### config.mk
export PLATFORM = sky130hd
export DESIGN_NAME = siso_shift_register
export DESIGN_NICKNAME = d
export VERILOG_FILES = /design/src/rtl/siso_pkg.sv /design/src/rtl/siso_stage.sv /design/src/rtl/siso_shift_register.sv
export SDC_FILE = /design/constraint.sdc
export NUM_CORES = 1
export LEC_CHECK = 0
export ABC_CLOCK_PERIOD_IN_PS = 3800
export BUFFER_PORTS_ARGS = -buffer_cell sky130_fd_sc_hd__buf_4
export CORE_AREA = 2 2 39 41
export CTS_CLUSTER_SIZE = 28
export DETAILED_ROUTE_END_ITERATION = 16
export DIE_AREA = 0 0 41 43
export MAX_ROUTING_LAYER = met4
export PLACE_DENSITY = 0.43
export SYNTH_ARGS = -nofsm -noshare
export SYNTH_HDL_FRONTEND = slang
export SYNTH_HIERARCHICAL = 1
export SYNTH_SLANG_ARGS = --single-unit
### constraint.sdc
create_clock -name clk -period 3.8 [get_ports clk]
set_clock_uncertainty 0.1 [all_clocks]
set_input_delay 0.38 -clock clk [delete_from_list [all_inputs] [get_ports clk]]
set_output_delay 0.38 -clock clk [all_outputs]
set_load 0.05 [all_outputs]
### src/rtl/siso_pkg.sv
// Shared constants and helpers for the serial-in/serial-out delay line.
package siso_pkg;

    localparam int   SISO_DEFAULT_DEPTH = 4;
    localparam logic SISO_RESET_VAL     = 1'b0;

    // fill_cnt must be able to hold the value DEPTH itself
    function automatic int siso_cnt_w(input int depth);
        return $clog2(depth + 1);
    endfunction

endpackage

### src/rtl/siso_stage.sv
// One delay-line stage: a D flop with asynchronous active-low reset.
module siso_stage #(
    parameter logic RESET_VAL = 1'b0
) (
    input  logic clk,
    input  logic rst_n,
    input  logic d,
    output logic q
);

    logic r_q;

    always_ff @(posedge clk or negedge rst_n) begin
        if (!rst_n) r_q <= RESET_VAL;
        else        r_q <= d;
    end

    assign q = r_q;

endmodule

### src/rtl/siso_shift_register.sv
// DEPTH-stage serial bit delay with a saturating fill tracker.
// Define SISO_PARALLEL_TAP_EN to expose every stage on tap_out (bit 0 = newest).
module siso_shift_register
    import siso_pkg::*;
#(
    parameter int   DEPTH     = SISO_DEFAULT_DEPTH,
    parameter logic RESET_VAL = SISO_RESET_VAL,
    localparam int  CW        = siso_cnt_w(DEPTH)
) (
    input  logic          clk,
    input  logic          rst,
    input  logic          data_in,
    output logic          data_out,
    output logic          out_valid,
`ifdef SISO_PARALLEL_TAP_EN
    output logic [DEPTH-1:0] tap_out,
`endif
    output logic [CW-1:0] fill_cnt
);

    localparam logic [CW-1:0] FULL = CW'(DEPTH);
    localparam logic [CW-1:0] LAST = CW'(DEPTH - 1);

    logic [DEPTH-1:0] w_stage;
    logic [CW-1:0]    r_cnt;
    logic             r_valid;

    for (genvar g = 0; g < DEPTH; g++) begin : g_stage
        logic w_d;
        if (g == 0) begin : g_head
            assign w_d = data_in;
        end else begin : g_body
            assign w_d = w_stage[g-1];
        end
        siso_stage #(.RESET_VAL(RESET_VAL)) u_stage (
            .clk   (clk),
            .rst_n (rst),
            .d     (w_d),
            .q     (w_stage[g])
        );
    end

    // valid is registered on the same edge the counter reaches FULL
    always_ff @(posedge clk or negedge rst) begin
        if (!rst) begin
            r_cnt   <= '0;
            r_valid <= 1'b0;
        end else if (r_cnt != FULL) begin
            r_cnt   <= r_cnt + CW'(1);
            r_valid <= (r_cnt == LAST);
        end
    end

    assign data_out  = w_stage[DEPTH-1];
    assign fill_cnt  = r_cnt;
    assign out_valid = r_valid;

`ifdef SISO_PARALLEL_TAP_EN
    assign tap_out = w_stage;
`endif

endmodule

After elaboration in Yosys (flattened, before gate mapping) --
Cells that the tools add are included.
Operators by class: $add $sub $neg 1, equality and inequality tests 2
Operators by type and width (number):
- $add A3 B1 Y3 const B | 1
- $eq A3 B2 Y1 const B | 1
- $ne A3 B3 Y1 const B | 1
Storage, ports and cells: register bits after elaboration 8, bits of input ports 3, output and inout port bits 5, word-level logic and storage cells 9

Depth between registers and ports, before layout --
depth after elaboration 1, depth in mapped cells 4, depth with buffers taken out 4

By module --
Netlist, hierarchy kept.
By module, submodules not included:
- siso_shift_register | instances 1, cells each 15, area each 197.7 sq um, sequential area each 100.1 sq um
- siso_stage | instances 4, cells each 1, area each 25.0 sq um, sequential area each 25.0 sq um

Worst setup path after synthesis --
No wires, ideal clock.
path kind reg-to-reg, start point register r_cnt[0] (netlist: fill_cnt[0]), end point register r_cnt[1] (netlist: fill_cnt[1]), library setup time 0.125 ns, arrival 1.384 ns, data required time 3.575 ns, path slack 2.191 ns, stages on the path, launching flop included 5, buffers on the path 0, clock period less this slack 1.609 ns, path through dfrtp_1 inv_1 ha_1 nand2_2 mux2_4
On the way: word-level cells in the longest chain between the ends 1, elaborated cells between the ends (all ways) 2, those cells by class add/sub (1); eq/ne (1)
Ends and longest elaborated chain:
- start, declared | RTL line siso_shift_register.sv:25 | logic [CW-1:0] r_cnt;
- start signal, assigned | RTL line siso_shift_register.sv:49 | r_cnt <= r_cnt + CW'(1);
- $add A3 B1 Y3 or $ne A3 B3 Y1 (tied branches) | RTL line siso_shift_register.sv:49, siso_shift_register.sv:48
Several ways; a longest one is shown, not always the timed one. A chain may end at the register's enable or synchronous reset.

Worst setup path in the final report --
start point register r_cnt[2] (netlist: fill_cnt[2]), end point output fill_cnt[2]
RTL lines:
- end, declared | RTL line siso_shift_register.sv:18 | output logic [CW-1:0] fill_cnt
No word-level cell between the ends.

==> parameters.txt <==
Parameter                              Value

Detailed routing
  Post-detailed-routing wire length ... 440 um
  Via density ... 3.63
  Number of nets with antenna violations after routing ... 0
  Overall via count from detail_route ... 167
  Violation count after the first detailed-route iteration ... 0
  Avg WL per Cell ... 9.57 um
  1st-pass router iterations ... 1
  Number of remaining DRC errors ... 0

STA
  Final count of hold timing violations ... 0
  Max Fclk ... 745 MHz
  Total Negative Setup Slacks ... 0 ps
  Worst path setup slack after routing ... 2460 ps
  Min Tclk post-route ... 1340 ps
  Least-Margin Pin Slew ... 146 ps
  Max_slew headroom ... 0.904
  Max-slew violations ... 0
  Setup Viol. Count Final ... 0
  Portion of the clock cycle consumed by the worst path in the final layout ... 0.353
  Setup repair after global routing missed its margin ... no

GRT
  Via count of the first global-routing pass ... 193
  Pin count of the biggest net entering global routing ... 9
  Initial antenna violation count ... 0
  Wire length of the first global-routing pass ... 800 um
  Gr ovfl total ... 0
  GRT Util Overall ... 0.0789

Logic synthesis
  Synth area leader ... sky130_fd_sc_hd__dfrtp_1
  Share of flip-flops with an asynchronous set or reset after synthesis ... 1.00
  Netlist area before placement ... 298 um2
  Number of register bits inferred by synthesis ... 8
  Syn nets ... 25
  Number of warnings printed during yosys synthesis ... 6
  Distinct cell type count of the synthesized netlist ... 7
  Number of synthesized flops with an enable pin ... 0
  Portion of the post-synthesis area used by sequential elements ... 0.672
  Portion of synthesized cell area occupied by the leading cell type ... 0.672
  Avg Synthesized Cell Area ... 15.7 um2
  Post-synth top cells ... 8 x sky130_fd_sc_hd__dfrtp_1, 3 x sky130_fd_sc_hd__ha_1, 3 x sky130_fd_sc_hd__inv_1
  Post-Synthesis Cells ... 19
  Leading post-synthesis cells by cell area ... sky130_fd_sc_hd__dfrtp_1 67%, sky130_fd_sc_hd__ha_1 13%, sky130_fd_sc_hd__mux2_4 10%
  Top_reg_cell synth ... sky130_fd_sc_hd__dfrtp_1
  Most instantiated library cell after synthesis ... sky130_fd_sc_hd__dfrtp_1

Critical path
  Element type at the critical path end ... primary output
  Largest stage delay, worst path ... 410 ps
  Data required time at the worst endpoint ... 3320 ps
  Worst path top cell family by delay ... flip-flops
  CP Cell Sequence ... buf_4
  Buffering stage count on the worst path with inverters included ... 1
  Largest fanout on the critical path ... 3
  Cell with the largest stage delay on the worst path ... sky130_fd_sc_hd__dfrtp_1
  Kind of critical path ... flop to primary output
  Category of the worst setup path launch point ... flop
  Arrival time worst endpoint ... 860 ps

Power and ir drop
  Net switching power ... 31.9 uW
  Switching power as a share of total power ... 0.202
  Leakage power ... 0.000208 uW
  Combinational share of power ... 0.042
  Flop pwr share ... 0.557
  Worst vdd ir ... 0.185 mV
  Internal Pwr Total ... 126 uW
  Pwr per Cell Area ... 392 nW/um2
  Portion of total power attributed to the clock network ... 0.401

Final layout
  Filler Cell Count ... 150
  Layout overhead on the synthesized area ... 35.3%
  Count of inserted antenna diode cells ... 0
  Utilization after layout ... 0.291
  Final Net Count ... 38
  Count of placed standard cells in the final layout, fillers left out ... 46
  Share of cells above drive strength 1 ... 0.433

Clock tree
  CTS tree ... built
  Worst-Skew Late Latency ... 250 ps
  Number of gates resized after cts ... 0
  Root buffer cell ... sky130_fd_sc_hd__clkbuf_4
  Post-CTS clock slew at the launch and capture registers of the worst setup and hold paths ... 60 ps
  Number of clock buffers inserted by TritonCTS ... 3
  Maximum level of the CTS H-tree ... 1
  Sinks on the clock net ... 8
  Post-CTS repair timing setup buffer count ... 0
  Maximum clock insertion buffer count ... 2
  Cts-stage hold buffer count ... 1

Die
  Top Ports ... 8
  Full die area ... 1760 um2
  Die Wd ... 41 um
  Floorplan die height ... 43 um
  Initial Utilization ... 0.215
  Standard-cell row count ... 14
  Area of the core ... 1380 um2

Placed design
  DP Worst Slack ... 2510 ps
  Final GP Congestion ... 0.681
  IO Port Bufs ... 7
  # placed instances ... 42
  Post-detailed-placement half-perimeter wirelength ... 316 um

Worst hold path
  Tightest Hold Check Type ... primary input to flop

Job
  Max-capacitance violation count ... 0

Status
  Outcome ... finished clean
## final cells by class
type | count | area [um2] | area share
Sequential cell | 8 | 200 | 0.497
Multi-Input combinational cell | 8 | 86.3 | 0.214
Timing Repair Buffer | 8 | 62.6 | 0.155
Clock buffer | 3 | 22.5 | 0.0559
Tap cell | 16 | 20.0 | 0.0497
Inverter | 3 | 11.3 | 0.0280
## worst paths after layout
kind / slack, ps / cells after the start / to / start
worst min register to register: 250 / 0 / g_stage[3].u_stage/q / g_stage[2].u_stage/q
max in group asynchronous: 3080 / 2 / g_stage[0].u_stage/q / rst
worst min-delay path: 140 / 1 / g_stage[0].u_stage/q / data_in
worst max-delay path: 2460 / 1 / fill_cnt[2] / fill_cnt[2]
min in group asynchronous: 380 / 2 / fill_cnt[2] / rst
worst max register to register: 2500 / 4 / fill_cnt[1] / fill_cnt[0]
## cell families after synthesis
logic type | count (synthesis) | synth area share
flops | 8 | 0.672
simple gates | 2 | 0.0336
xor+xnor | 1 | 0.0294
fa+ha+maj | 3 | 0.126
buf+inv | 3 | 0.0378
mux | 2 | 0.101
## registers in the layout (all words and copies together) (netlist names)
signal,flops
fill_cnt,3
g_stage.u_stage/q,4
out_valid,1
## power groups by stage
| stage | registers [uW] | clock network, uW | logic [uW] |
|---|---|---|---|
| floorplan | 91.3 | 0 | 0.0000645 |
| global placement | 89.3 | 0 | 5.94 |
| detailed placement | 89.4 | 0 | 6.04 |
| CTS | 87.9 | 67.7 | 6.86 |
| global route | 87.9 | 75.0 | 7.36 |
| finish | 88.0 | 63.4 | 6.71 |
## cell usage in the layout (no fill, tap or decap)
master | netlist | routed
sky130_fd_sc_hd__buf_4 | 0 | 7
sky130_fd_sc_hd__clkbuf_4 | 0 | 3
sky130_fd_sc_hd__dfrtp_1 | 8 | 8
sky130_fd_sc_hd__dlygate4sd3_1 | 0 | 1
sky130_fd_sc_hd__ha_1 | 3 | 3
sky130_fd_sc_hd__inv_1 | 3 | 3
sky130_fd_sc_hd__mux2_4 | 2 | 2
sky130_fd_sc_hd__nand2_1 | 1 | 1
sky130_fd_sc_hd__nand2_2 | 1 | 1
sky130_fd_sc_hd__xnor2_1 | 1 | 1
## worst register-to-register path: cells and delay by family, from the launching register on
| kind | cells | cell delay, ps |
|---|---|---|
| mux | 1 | 310 |
| fa+ha+maj | 1 | 200 |
| simple gates | 1 | 120 |
| buf+inv | 1 | 80 |
| flops | 1 | 370 |
## routing by layer
layer | track usage | vias up | wire [um] | part of all wire
li1 | - | 83 | - | -
met1 | 0.0861 | 75 | 219 | 0.50
met2 | 0.0906 | 7 | 176 | 0.40
met3 | 0.0471 | 2 | 38 | 0.086
met4 | 0.0800 | 0 | 4 | 0.0091
met5 | - | - | 0 | 0
## metrics by stage
stage	hold slack, ps	cell area [um2]	total power (uW)
after global placement	101	370	95.2
after floorplan	-15.6	298	91.3
after detailed placement	103	370	95.5
after CTS	132	403	162
after global routing	125	403	170
final	142	403	158
No activity file was read; power rests on OpenSTA's default activity.
